==> src/rtl/wishbone_p_decoder_if.sv <==
// rtl/wishbone_p_decoder_if.sv - pipelined Wishbone master-side and slave-side bus bundle for the decoder
interface wishbone_p_decoder_if #(
    parameter int DATA_WIDTH  = 32,
    parameter int ADDR_WIDTH  = 32,
    parameter int GRANULARITY = 8,
    parameter int SLAVE_COUNT = 4
);
    localparam int SEL_W = DATA_WIDTH / GRANULARITY;

    logic [ADDR_WIDTH-1:0]             m_adr_i;
    logic [DATA_WIDTH-1:0]             m_dat_i;
    logic                              m_we_i;
    logic [SEL_W-1:0]                  m_sel_i;
    logic                              m_stb_i;
    logic                              m_cyc_i;
    logic [DATA_WIDTH-1:0]             m_dat_o;
    logic                              m_ack_o;
    logic                              m_stall_o;
    logic [ADDR_WIDTH-1:0]             s_adr_o;
    logic [DATA_WIDTH-1:0]             s_dat_o;
    logic                              s_we_o;
    logic [SEL_W-1:0]                  s_sel_o;
    logic [SLAVE_COUNT-1:0]            s_stb_o;
    logic [SLAVE_COUNT-1:0]            s_cyc_o;
    logic [SLAVE_COUNT*DATA_WIDTH-1:0] s_dat_i;
    logic [SLAVE_COUNT-1:0]            s_ack_i;
    logic [SLAVE_COUNT-1:0]            s_stall_i;

    // The decoder itself is the slave of the upstream master.
    modport slave (
        input  m_adr_i, m_dat_i, m_we_i, m_sel_i, m_stb_i, m_cyc_i,
        input  s_dat_i, s_ack_i, s_stall_i,
        output m_dat_o, m_ack_o, m_stall_o,
        output s_adr_o, s_dat_o, s_we_o, s_sel_o, s_stb_o, s_cyc_o
    );

    modport master (
        output m_adr_i, m_dat_i, m_we_i, m_sel_i, m_stb_i, m_cyc_i,
        output s_dat_i, s_ack_i, s_stall_i,
        input  m_dat_o, m_ack_o, m_stall_o,
        input  s_adr_o, s_dat_o, s_we_o, s_sel_o, s_stb_o, s_cyc_o
    );
endinterface

==> src/rtl/wishbone_p_decoder.sv <==
// rtl/wishbone_p_decoder.sv - 1-to-N pipelined Wishbone address decoder with in-order ack return
module wishbone_p_decoder #(
    parameter int                              DATA_WIDTH      = 32,
    parameter int                              ADDR_WIDTH      = 32,
    parameter int                              GRANULARITY     = 8,
    parameter int                              SLAVE_COUNT     = 4,
    parameter logic [SLAVE_COUNT*ADDR_WIDTH-1:0] SLAVE_BASE    = '0,
    parameter logic [SLAVE_COUNT*ADDR_WIDTH-1:0] SLAVE_MASK    = '0,
    parameter int                              MAX_OUTSTANDING = 4
) (
    input  logic                 clk_i,
    input  logic                 rst_i,
    wishbone_p_decoder_if.slave  bus
);
    localparam int CNT_W = $clog2(MAX_OUTSTANDING + 1);
    localparam int TGT_W = $clog2(SLAVE_COUNT + 1);
    localparam logic [TGT_W-1:0] DFLT_TGT = TGT_W'(SLAVE_COUNT);

    if (!(GRANULARITY == 8 || GRANULARITY == 16 || GRANULARITY == 32)) begin : g_bad_gran
        $fatal(1, "wishbone_p_decoder: GRANULARITY must be 8, 16 or 32");
    end
    if (SLAVE_COUNT < 1) begin : g_bad_count
        $fatal(1, "wishbone_p_decoder: SLAVE_COUNT must be >= 1");
    end
    if (MAX_OUTSTANDING < 1) begin : g_bad_outst
        $fatal(1, "wishbone_p_decoder: MAX_OUTSTANDING must be >= 1");
    end

    logic [CNT_W-1:0]       r_cnt;
    logic [TGT_W-1:0]       r_cur_tgt;
    logic                   r_dflt_ack;
    logic [TGT_W-1:0]       w_tgt;
    logic                   w_req;
    logic                   w_block;
    logic                   w_slv_stall;
    logic                   w_accept;
    logic                   w_ret_ack;
    logic [DATA_WIDTH-1:0]  w_ret_dat;

    // Descending scan so the lowest matching index is the one left standing.
    always_comb begin
        w_tgt = DFLT_TGT;
        for (int k = SLAVE_COUNT - 1; k >= 0; k--) begin
            if ((bus.m_adr_i & SLAVE_MASK[k*ADDR_WIDTH +: ADDR_WIDTH]) ==
                SLAVE_BASE[k*ADDR_WIDTH +: ADDR_WIDTH]) begin
                w_tgt = TGT_W'(k);
            end
        end
    end

    always_comb begin
        w_slv_stall = 1'b0;
        for (int k = 0; k < SLAVE_COUNT; k++) begin
            if (w_tgt == TGT_W'(k)) w_slv_stall = bus.s_stall_i[k];
        end
    end

    assign w_req    = bus.m_cyc_i & bus.m_stb_i;
    assign w_block  = (r_cnt == CNT_W'(MAX_OUTSTANDING)) |
                      ((r_cnt != '0) & (w_tgt != r_cur_tgt));
    assign bus.m_stall_o = w_req & (w_block | w_slv_stall);
    assign w_accept = w_req & ~bus.m_stall_o;

    always_comb begin
        bus.s_stb_o = '0;
        bus.s_cyc_o = '0;
        for (int k = 0; k < SLAVE_COUNT; k++) begin
            bus.s_stb_o[k] = w_req & (w_tgt == TGT_W'(k)) & ~w_block;
            bus.s_cyc_o[k] = bus.m_cyc_i &
                             (((w_tgt == TGT_W'(k)) & bus.m_stb_i & ~w_block) |
                              ((r_cnt != '0) & (r_cur_tgt == TGT_W'(k))));
        end
    end

    assign bus.s_adr_o = bus.m_adr_i;
    assign bus.s_dat_o = bus.m_dat_i;
    assign bus.s_we_o  = bus.m_we_i;
    assign bus.s_sel_o = bus.m_sel_i;

    // Only the slave owning the outstanding transfers may answer.
    always_comb begin
        w_ret_ack = 1'b0;
        w_ret_dat = '0;
        for (int k = 0; k < SLAVE_COUNT; k++) begin
            if (r_cur_tgt == TGT_W'(k)) begin
                w_ret_ack = bus.s_ack_i[k];
                w_ret_dat = bus.s_dat_i[k*DATA_WIDTH +: DATA_WIDTH];
            end
        end
        if (r_cur_tgt == DFLT_TGT) w_ret_ack = r_dflt_ack;
    end

    assign bus.m_ack_o = (r_cnt != '0) & w_ret_ack;
    assign bus.m_dat_o = (r_cnt != '0) ? w_ret_dat : '0;

    always_ff @(posedge clk_i) begin
        if (rst_i) begin
            r_cnt      <= '0;
            r_cur_tgt  <= '0;
            r_dflt_ack <= 1'b0;
        end else begin
            if (w_accept) r_cur_tgt <= w_tgt;
            if (!bus.m_cyc_i) begin
                r_cnt      <= '0;
                r_dflt_ack <= 1'b0;
            end else begin
                r_cnt      <= r_cnt + CNT_W'(w_accept) - CNT_W'(bus.m_ack_o);
                r_dflt_ack <= w_accept & (w_tgt == DFLT_TGT);
            end
        end
    end
endmodule

==> src/flat_wrapper.sv <==
// flat-port wrapper written by rule: the top's interface ports become plain ports
module wishbone_p_decoder_flat 
#(
    parameter int                              DATA_WIDTH      = 32,
    parameter int                              ADDR_WIDTH      = 32,
    parameter int                              GRANULARITY     = 8,
    parameter int                              SLAVE_COUNT     = 4,
    parameter logic [SLAVE_COUNT*ADDR_WIDTH-1:0] SLAVE_BASE    = '0,
    parameter logic [SLAVE_COUNT*ADDR_WIDTH-1:0] SLAVE_MASK    = '0,
    parameter int                              MAX_OUTSTANDING = 4
)
  (clk_i, rst_i, bus_m_adr_i, bus_m_dat_i, bus_m_we_i, bus_m_sel_i, bus_m_stb_i, bus_m_cyc_i, bus_s_dat_i, bus_s_ack_i, bus_s_stall_i, bus_m_dat_o, bus_m_ack_o, bus_m_stall_o, bus_s_adr_o, bus_s_dat_o, bus_s_we_o, bus_s_sel_o, bus_s_stb_o, bus_s_cyc_o);
  wishbone_p_decoder_if #(.DATA_WIDTH(DATA_WIDTH), .ADDR_WIDTH(ADDR_WIDTH), .GRANULARITY(GRANULARITY), .SLAVE_COUNT(SLAVE_COUNT)) bus_i ();
  input  logic clk_i;
  input  logic rst_i;
  input wire logic [$bits(bus_i.m_adr_i)-1:0] bus_m_adr_i;
  input wire logic [$bits(bus_i.m_dat_i)-1:0] bus_m_dat_i;
  input wire logic [$bits(bus_i.m_we_i)-1:0] bus_m_we_i;
  input wire logic [$bits(bus_i.m_sel_i)-1:0] bus_m_sel_i;
  input wire logic [$bits(bus_i.m_stb_i)-1:0] bus_m_stb_i;
  input wire logic [$bits(bus_i.m_cyc_i)-1:0] bus_m_cyc_i;
  input wire logic [$bits(bus_i.s_dat_i)-1:0] bus_s_dat_i;
  input wire logic [$bits(bus_i.s_ack_i)-1:0] bus_s_ack_i;
  input wire logic [$bits(bus_i.s_stall_i)-1:0] bus_s_stall_i;
  output wire logic [$bits(bus_i.m_dat_o)-1:0] bus_m_dat_o;
  output wire logic [$bits(bus_i.m_ack_o)-1:0] bus_m_ack_o;
  output wire logic [$bits(bus_i.m_stall_o)-1:0] bus_m_stall_o;
  output wire logic [$bits(bus_i.s_adr_o)-1:0] bus_s_adr_o;
  output wire logic [$bits(bus_i.s_dat_o)-1:0] bus_s_dat_o;
  output wire logic [$bits(bus_i.s_we_o)-1:0] bus_s_we_o;
  output wire logic [$bits(bus_i.s_sel_o)-1:0] bus_s_sel_o;
  output wire logic [$bits(bus_i.s_stb_o)-1:0] bus_s_stb_o;
  output wire logic [$bits(bus_i.s_cyc_o)-1:0] bus_s_cyc_o;
  assign bus_i.m_adr_i = bus_m_adr_i;
  assign bus_i.m_dat_i = bus_m_dat_i;
  assign bus_i.m_we_i = bus_m_we_i;
  assign bus_i.m_sel_i = bus_m_sel_i;
  assign bus_i.m_stb_i = bus_m_stb_i;
  assign bus_i.m_cyc_i = bus_m_cyc_i;
  assign bus_i.s_dat_i = bus_s_dat_i;
  assign bus_i.s_ack_i = bus_s_ack_i;
  assign bus_i.s_stall_i = bus_s_stall_i;
  assign bus_m_dat_o = bus_i.m_dat_o;
  assign bus_m_ack_o = bus_i.m_ack_o;
  assign bus_m_stall_o = bus_i.m_stall_o;
  assign bus_s_adr_o = bus_i.s_adr_o;
  assign bus_s_dat_o = bus_i.s_dat_o;
  assign bus_s_we_o = bus_i.s_we_o;
  assign bus_s_sel_o = bus_i.s_sel_o;
  assign bus_s_stb_o = bus_i.s_stb_o;
  assign bus_s_cyc_o = bus_i.s_cyc_o;
  wishbone_p_decoder #(.DATA_WIDTH(DATA_WIDTH), .ADDR_WIDTH(ADDR_WIDTH), .GRANULARITY(GRANULARITY), .SLAVE_COUNT(SLAVE_COUNT), .SLAVE_BASE(SLAVE_BASE), .SLAVE_MASK(SLAVE_MASK), .MAX_OUTSTANDING(MAX_OUTSTANDING)) u_core (.clk_i(clk_i), .rst_i(rst_i), .bus(bus_i));
endmodule
==> config.mk <==
export PLATFORM = sky130hd
export DESIGN_NAME = wishbone_p_decoder_flat
export DESIGN_NICKNAME = d
export VERILOG_FILES = /design/src/rtl/wishbone_p_decoder_if.sv /design/src/rtl/wishbone_p_decoder.sv /design/src/flat_wrapper.sv
export SDC_FILE = /design/constraint.sdc
export NUM_CORES = 1
export LEC_CHECK = 0
export ABC_AREA = 1
export CAP_MARGIN = 10
export CORE_AREA = 4 4 123 125
export DETAILED_ROUTE_END_ITERATION = 10
export DIE_AREA = 0 0 127 129
export PLACE_DENSITY_LB_ADDON = 0.2
export SLEW_MARGIN = 25
export SYNTH_ARGS = -nofsm -noshare
export SYNTH_HDL_FRONTEND = slang
export SYNTH_SLANG_ARGS = --single-unit
export TNS_END_PERCENT = 50
==> constraint.sdc <==
create_clock -name clk_i -period 3.4 [get_ports clk_i]
set_clock_uncertainty 0.15 [all_clocks]
set_input_delay 0.68 -clock clk_i [delete_from_list [all_inputs] [get_ports clk_i]]
set_output_delay 0.68 -clock clk_i [all_outputs]
set_load 0.01 [all_outputs]
==> impl_metrics.csv <==
group,metric,value,unit
drt,wl_per_cell,9.54,um
final_layout,drive_above_1_share,0.0489,
power_and_ir_drop,p_int,0.286,mW
timing,period_needed,2.80,ns
synthesis,synth_top_flop_cell,"dfxtp_1",
global_routing,use_met2,0.0557,
drt,viasPerCell,2.45,
global_routing,grt_pass1_vias,950,
drt,ant_nets,0,
final_layout,mostFrequentLayoutCells,"clkdlybuf4s50_1 (73), inv_1 (42), nor2_1 (35), nand2_1 (7), conb_1 (6)",
global_routing,overflow,0,
worst_setup_path,cp-start-kind,"primary input",
synthesis,synth_edf_count,0,
final_layout,final_util,0.112,
power_and_ir_drop,pwr-share-seq,0.101,
global_routing,grt_util_met3,0.0353,
power_and_ir_drop,power.switching,0.101,mW
power_and_ir_drop,pwr-share-comb,0.416,
final_layout,layout_commonest_cell,"clkdlybuf4s50_1",
worst_setup_path,critPathArrivalTime,1.97,ns
final_layout,syn_to_final_growth,43.6,%
clock_network,cts_buffers,3,
final_layout,top_regs,"u_core.r_cnt x3",
synthesis,synth_async_sr_flop_share,0,
final_layout,register_area,60.1,sq um
die,die_y,129,um
synthesis,ys_warn_count,0,
power_and_ir_drop,power_frac_clock,0.483,
placed_design,dp.cells,360,
clock_network,htreeDepth,1,
clock_network,tritoncts,"yes",
placed_design,io_buffers,73,
timing,setup_violations,0,
power_and_ir_drop,power.leakage,0.693,nW
synthesis,ys_seq_area_frac,0.0556,
timing,report.final.slew_viol_count,0,
drt,drtIter0Drc,5,
synthesis,ys_ff_latch,3,
die,dieArea,0.0164,sq mm
synthesis,synthCells,178,
timing,rsz0062_at_grt,"no",
die,initial_core_util,0.0779,
timing,period_share,0.823,
worst_setup_path,cp-end-kind,"output pin",
placed_design,pre_cts_ws,0.576,ns
timing,layout_setup_ws,0.602,ns
global_routing,antenna_found_initial,0,
die,die-width,127,um
drt,dr.pass1.iters,2,
drt,dr_total_vias,892,
final_layout,nets,397,
drt,wirelength,3.47,mm
power_and_ir_drop,ir_drop,0.0000851,V
final_layout,fin_area,0.00155,sq mm
worst_setup_path,cp.required,2.57,ns
die,core_area,0.0139,sq mm
final_layout,diodes,0,
final_layout,multi_input_area,285,sq um
clock_network,postCtsSetupBuffers,0,
worst_hold_path,worstHoldPathType,"reg -> reg",
power_and_ir_drop,total_power,0.387,mW
final_layout,regMostFlops,"u_core.r_cnt",
clock_network,cts_root_buffer,"clkbuf_16",
placed_design,gp_congestion,0.662,
final_layout,largest_reg_flops,3,
worst_setup_path,critical_path.max_fanout,4,
clock_network,clock_latency,0.22,ns
clock_network,cts_hold_buf,0,
clock_network,cts_sinks,3,
final_layout,final_cells,364,
die,ios,320,
timing,clock.fmax,0.357,GHz
placed_design,dpl-instance-area,0.00147,sq mm
clock_network,clock_path_buffers,2,
placed_design,dp_hpwl,2.97,mm
timing,setup_tns,0,ns
drt,drc,0,
global_routing,use_met1,0.0395,
synthesis,syn_area,0.00108,sq mm
clock_network,clkSlewWorstSetupHoldPaths,0.03,ns
power_and_ir_drop,p_per_area,249,mW/mm^2
timing,hold_violations,0,
clock_network,cts-resized-gates,0,
outcome,status,"completed",
global_routing,top_usage_layer,"met2",
timing,whs,0.508,ns
final_layout,fillCellCount,1634,
job,cap_violations,0,
power_and_ir_drop,p_sw_frac,0.261,
synthesis,syn_avg_cell_area,6.07,sq um
global_routing,grt_max_degree,21,
synthesis,ys_types,15,
global_routing,grt_usage,0.0387,
global_routing,grt_pass1_wl,4.89,mm
die,rows,43,
worst_setup_path,path_class,"in -> out",
## cells in the mapped netlist, types with 2 or more instances
cell type / instances / share of area
a21oi_1: 3 / 0.014
buf_4: 75 / 0.52
buf_6: 3 / 0.031
dfxtp_1: 3 / 0.056
ha_1: 2 / 0.023
inv_1: 42 / 0.15
nand2_1: 7 / 0.024
nor2_1: 35 / 0.12
nor2_2: 2 / 0.012
## kinds of logic after synthesis
family / count (synthesis) / synth area share
buffers and inverters: 120 / 0.698
AND/OR/NAND/NOR: 47 / 0.183
AO/OA/AOI/OAI: 4 / 0.0185
adder cells (fa/ha/maj): 3 / 0.0417
flip-flops: 3 / 0.0556
other: 1 / 0.00347
## metal layers
metal,vias up,wire length (um)
li1,427,-
met2,86,1430
met4,0,53
met1,368,1220
met5,-,0
met3,11,771
## critical path, cell delays in order
cell             delay [ns]
clkdlybuf4s50_1        0.48
nand2_1                0.10
a21oi_1                0.13
clkdlybuf4s50_1        0.57
## final timing paths
check / from / endpoint / slack, ns / depth (start not counted)
max: bus_m_stb_i / bus_s_stb_o[0] / 0.60 / 4
min: u_core.r_cnt[2] / u_core.r_cnt[2] / 0.51 / 4
max reg2reg: u_core.r_cnt[2] / u_core.r_cnt[2] / 1.23 / 11
min reg2reg: u_core.r_cnt[2] / u_core.r_cnt[2] / 0.51 / 4
## power groups by stage
stage               logic (mW)  clock network [mW]  registers (mW)
floorplan                0.153                   0          0.0393
global placement         0.168                   0          0.0398
detailed placement       0.165                   0          0.0398
CTS                      0.167               0.190          0.0393
global route             0.178               0.196          0.0396
finish                   0.161               0.187          0.0392
## cell type report
class                      instances  share of cell area
inverter                          42               0.102
clock buffer                       4              0.0508
sequential                         3              0.0387
timing repair buffer              75               0.480
multi-input combinational         60               0.184
tap                              180               0.145
No activity file was read; power rests on OpenSTA's default activity.
